**src/rtl/serial_subtractor.sv**
```systemverilog
// rtl/serial_subtractor.sv - bit-serial a - b - borrow_in, LSB first, one full-subtractor cell
module serial_subtractor #(
    parameter int WIDTH = 8
) (
    input  logic             clk,
    input  logic             rst,
    input  logic             start,
    input  logic [WIDTH-1:0] a,
    input  logic [WIDTH-1:0] b,
    input  logic             borrow_in,
    output logic             busy,
    output logic             done,
    output logic [WIDTH-1:0] diff,
    output logic             borrow_out
);

    localparam int CNT_W = (WIDTH > 1) ? $clog2(WIDTH) : 1;

    typedef enum logic [1:0] {
        S_IDLE  = 2'd0,
        S_SHIFT = 2'd1,
        S_DONE  = 2'd2
    } state_t;

    state_t             state_q, state_d;
    logic [WIDTH-1:0]   sa_q, sa_d;
    logic [WIDTH-1:0]   sb_q, sb_d;
    logic [WIDTH-1:0]   sr_q, sr_d;
    logic [WIDTH-1:0]   diff_q, diff_d;
    logic [CNT_W-1:0]   cnt_q, cnt_d;
    logic               bor_q, bor_d;
    logic               borrow_out_q, borrow_out_d;

    logic               x_bit;
    logic               y_bit;
    logic               d_bit;
    logic               bor_next;
    logic               last_bit;

    // Full-subtractor cell on the current LSBs with the registered borrow.
    assign x_bit    = sa_q[0];
    assign y_bit    = sb_q[0];
    assign d_bit    = x_bit ^ y_bit ^ bor_q;
    assign bor_next = (~x_bit & y_bit) | (~(x_bit ^ y_bit) & bor_q);
    assign last_bit = (cnt_q == CNT_W'(WIDTH - 1));

    always_ff @(posedge clk or posedge rst) begin
        if (rst) begin
            state_q      <= S_IDLE;
            sa_q         <= '0;
            sb_q         <= '0;
            sr_q         <= '0;
            diff_q       <= '0;
            cnt_q        <= '0;
            bor_q        <= 1'b0;
            borrow_out_q <= 1'b0;
        end else begin
            state_q      <= state_d;
            sa_q         <= sa_d;
            sb_q         <= sb_d;
            sr_q         <= sr_d;
            diff_q       <= diff_d;
            cnt_q        <= cnt_d;
            bor_q        <= bor_d;
            borrow_out_q <= borrow_out_d;
        end
    end

    always_comb begin
        state_d = state_q;
        case (state_q)
            S_IDLE:  if (start) state_d = S_SHIFT;
            S_SHIFT: if (last_bit) state_d = S_DONE;
            S_DONE:  state_d = S_IDLE;
            default: state_d = S_IDLE;
        endcase
    end

    always_comb begin
        sa_d         = sa_q;
        sb_d         = sb_q;
        sr_d         = sr_q;
        diff_d       = diff_q;
        cnt_d        = cnt_q;
        bor_d        = bor_q;
        borrow_out_d = borrow_out_q;
        case (state_q)
            S_IDLE: begin
                if (start) begin
                    sa_d  = a;
                    sb_d  = b;
                    bor_d = borrow_in;
                    sr_d  = '0;
                    cnt_d = '0;
                end
            end
            S_SHIFT: begin
                sa_d  = {1'b0, sa_q[WIDTH-1:1]};
                sb_d  = {1'b0, sb_q[WIDTH-1:1]};
                sr_d  = {d_bit, sr_q[WIDTH-1:1]};
                bor_d = bor_next;
                cnt_d = cnt_q + 1'b1;
                // Published result only moves on DONE entry; holds through later shifts.
                if (last_bit) begin
                    diff_d       = {d_bit, sr_q[WIDTH-1:1]};
                    borrow_out_d = bor_next;
                end
            end
            default: ;
        endcase
    end

    always_comb begin
        busy       = (state_q == S_SHIFT);
        done       = (state_q == S_DONE);
        diff       = diff_q;
        borrow_out = borrow_out_q;
    end

endmodule

```
**config.mk**
```make
export PLATFORM = sky130hd
export DESIGN_NAME = serial_subtractor
export DESIGN_NICKNAME = d
export VERILOG_FILES = /design/src/rtl/serial_subtractor.sv
export SDC_FILE = /design/constraint.sdc
export NUM_CORES = 1
export LEC_CHECK = 0
export ABC_AREA = 1
export CAP_MARGIN = 20
export CORE_UTILIZATION = 25
export CTS_CLUSTER_DIAMETER = 150
export DETAILED_ROUTE_END_ITERATION = 8
export HOLD_SLACK_MARGIN = 0.03
export PLACE_DENSITY = 0.45
export SLEW_MARGIN = 20
export SYNTH_ARGS = -nofsm -noshare
export SYNTH_HDL_FRONTEND = slang
export SYNTH_SLANG_ARGS = --single-unit
```
**constraint.sdc**
```tcl
create_clock -name clk -period 1.66 [get_ports clk]
set_input_delay 0.249 -clock clk [delete_from_list [all_inputs] [get_ports clk]]
set_output_delay 0.249 -clock clk [all_outputs]
set_load 0.02 [all_outputs]
```
==> impl_metrics.ini <==
[floorplan]
die_w_um = 87.92
core_area_sq_um = 6944
die_y_um = 87.92
io_pins = 31
rows = 30
die_area_sq_um = 7730
start_util_pct = 26.58

[final_layout]
multi_input_area_sq_um = 665.6
instances_no_fill = 349
regArea_sq_um = 950.9
diodes = 0
fillCellCount = 756
num-nets-final = 275
drive_above_1_share_pct = 11.86
areaGrowthSynthToFinish_pct = 30.17

[grt]
grt_pass1_vias = 1357
met1_usage_pct = 14.66
grt_usage_pct = 11.32
grt_max_degree = 39
use_met3_pct = 3.110
top_usage_layer = met2
overflow = 0
antenna_found_initial = 0
grt_pass1_wl_um = 6541
use_met2_pct = 17.90

[drt]
vias_per_cell = 4.052
drc = 0
first_pass_iters = 4
vias = 1414
first_iter_violations = 58
routedWlPerCell_um = 10.80
drtAntennaViolNets = 0
routed_wl_um = 3768

[placement]
dp_cells = 341
place_ws_ns = 0.1437
io_buffer_count = 30
dpl.hpwl_um = 2505
gp_congestion = 0.7366

[synth]
synth_area_leader_cell = dfrtp_1
syn_inst = 219
syn_avg_cell_area_sq_um = 8.427
ys_ff_latch = 38
netlist.area_leader.share_pct = 51.53
ys_warn_count = 0
yosysSeqAreaShare_pct = 51.53
synth_nets = 242
synth_area_leaders = dfrtp_1, nand2_1, nand3_1
synth_cell_types = 21
synth_area_sq_um = 1846

[timing]
finalHoldViolCount = 0
tightest_slew_ns = 0.2411
fin_skew_ns = 0.004318
maxSlewViolCount = 0
hold_slack_ns = 0.3065
setup_tns_ns = 0
setup-violations-final = 0
fin_crit_sh_pct = 91.78
layout_setup_ws_ns = 0.1365
max_freq_mhz = 656.4
maxSlewHeadroom_pct = 83.91
rsz0062_at_grt = no
period_needed_ns = 1.524

[clock_network]
hold_buffers = 0
cts.sinks = 38
cts_tree = built
clk_pin_slew_ns = 0.08
cts_buffers = 5
cts_buffer_depth = 2
clockRootBuffer = clkbuf_8
htreeDepth = 2
clock_latency_ns = 0.29

[worst_hold_path]
hold_class = in -> async

[critical_path]
start_kind = flip-flop
arrival_ns = 1.27
rrSetupSlack_ns = 0.22
critPathMaxFanout = 3
end_kind = primary output
required_ns = 1.41
critPathKind = reg -> out

[job]
max_cap_violations = 0

[power]
ir_drop_mv = 0.5185
p_leak_nw = 1.231
power.density_nw_per_um2 = 1841

[run_status]
outcome = finished clean
repair_timing:
| item | CTS | global route |
|---|---|---|
| endpoints found under the hold margin | 0 | 0 |
| setup buffers | 0 | 0 |
| resized for setup | 2 | 0 |
| setup endpoints to repair | 2 | 0 |
stage by stage:
step | area (sq um) | utilization [%] | total power [W]
final | 2402 | 34.59 | 0.004422
after global routing | 2402 | 34.59 | 0.004854
after CTS | 2402 | 34.59 | 0.004502
after detailed placement | 2262 | 32.58 | 0.003506
after global placement | 2262 | 32.58 | 0.003493
after floorplan | 1846 | - | 0.002949
flip-flops by register name, indices dropped and copies added (netlist names):
name,count
borrow_out,1
cnt_q,3
bor_q,1
sb_q,8
diff,8
sa_q,8
state_q,2
sr_q,7
placed cells by master, fill, tap and decap left out, drive strengths merged, types with 5 or more instances in the layout:
cell type / instances
clkdlybuf4s50: 28
nor2: 5
o21ai: 17
buf: 5
dfrtp: 38
clkbuf: 6
inv: 42
nand2: 71
nand3: 32
cell type report:
class                           count  share of cell area, %
Tap cell                           96                  5.000
Inverter                           42                  6.771
Sequential cell                    38                  39.58
Clock inverter                      2                  2.500
Clock buffer                        6                  3.438
Multi-Input combinational cell    130                  27.71
Timing Repair Buffer               35                  15.00
kinds of logic (layout without fill, tap and decap cells):
logic type,after synthesis,count (layout),share of synthesized area [%]
adders and majority gates,3,3,2.441
buffers and inverters,51,85,12.41
AOI/OAI and AO/OA,19,19,6.983
and+or+nand+nor,108,108,26.64
DFF,38,38,51.53
power by group:
| part | leakage, nW | internal (W) | switching [W] |
|---|---|---|---|
| registers | 0.473 | 0.00134 | 0.000216 |
| clock network | 0.0714 | 0.000641 | 0.000338 |
| logic | 0.687 | 0.000797 | 0.00109 |
critical path: stages, from the launching register on:
cell and delay (ns):
dfrtp_1 0.47, inv_4 0.04, nor2_1 0.12, dlygate4sd2_1 0.35
synthesized netlist by cell type, drive strengths merged:
cell type  instances
buf                9
dfrtp             38
nor2               5
fa                 1
o21ai             17
ha                 2
inv               42
nand3             32
nand2             71
a21oi              2
layer usage:
layer,share of wire (%),vias to the layer above
met5,0,-
met4,1.7,0
met3,3.6,7
met2,46,27
met1,49,649
li1,-,731
worst paths after layout:
| check | end | cells after the start | startpoint |
|---|---|---|---|
| min in group clk | sa_q[2]$_DFFE_PP0P_ | 2 | sa_q[2]$_DFFE_PP0P_ |
| hold reg to reg | sa_q[2]$_DFFE_PP0P_ | 2 | sa_q[2]$_DFFE_PP0P_ |
| setup reg to reg | sr_q[5]$_DFFE_PP0P_ | 6 | state_q[1]$_DFFE_PP0P_ |
| max in group asynchronous | sb_q[1]$_DFFE_PP0P_ | 3 | rst |
| hold / removal | sa_q[7]$_DFFE_PP0P_ | 3 | rst |
| setup / recovery | done | 3 | state_q[1]$_DFFE_PP0P_ |
Note: power is estimated with default switching activity, not from simulation.
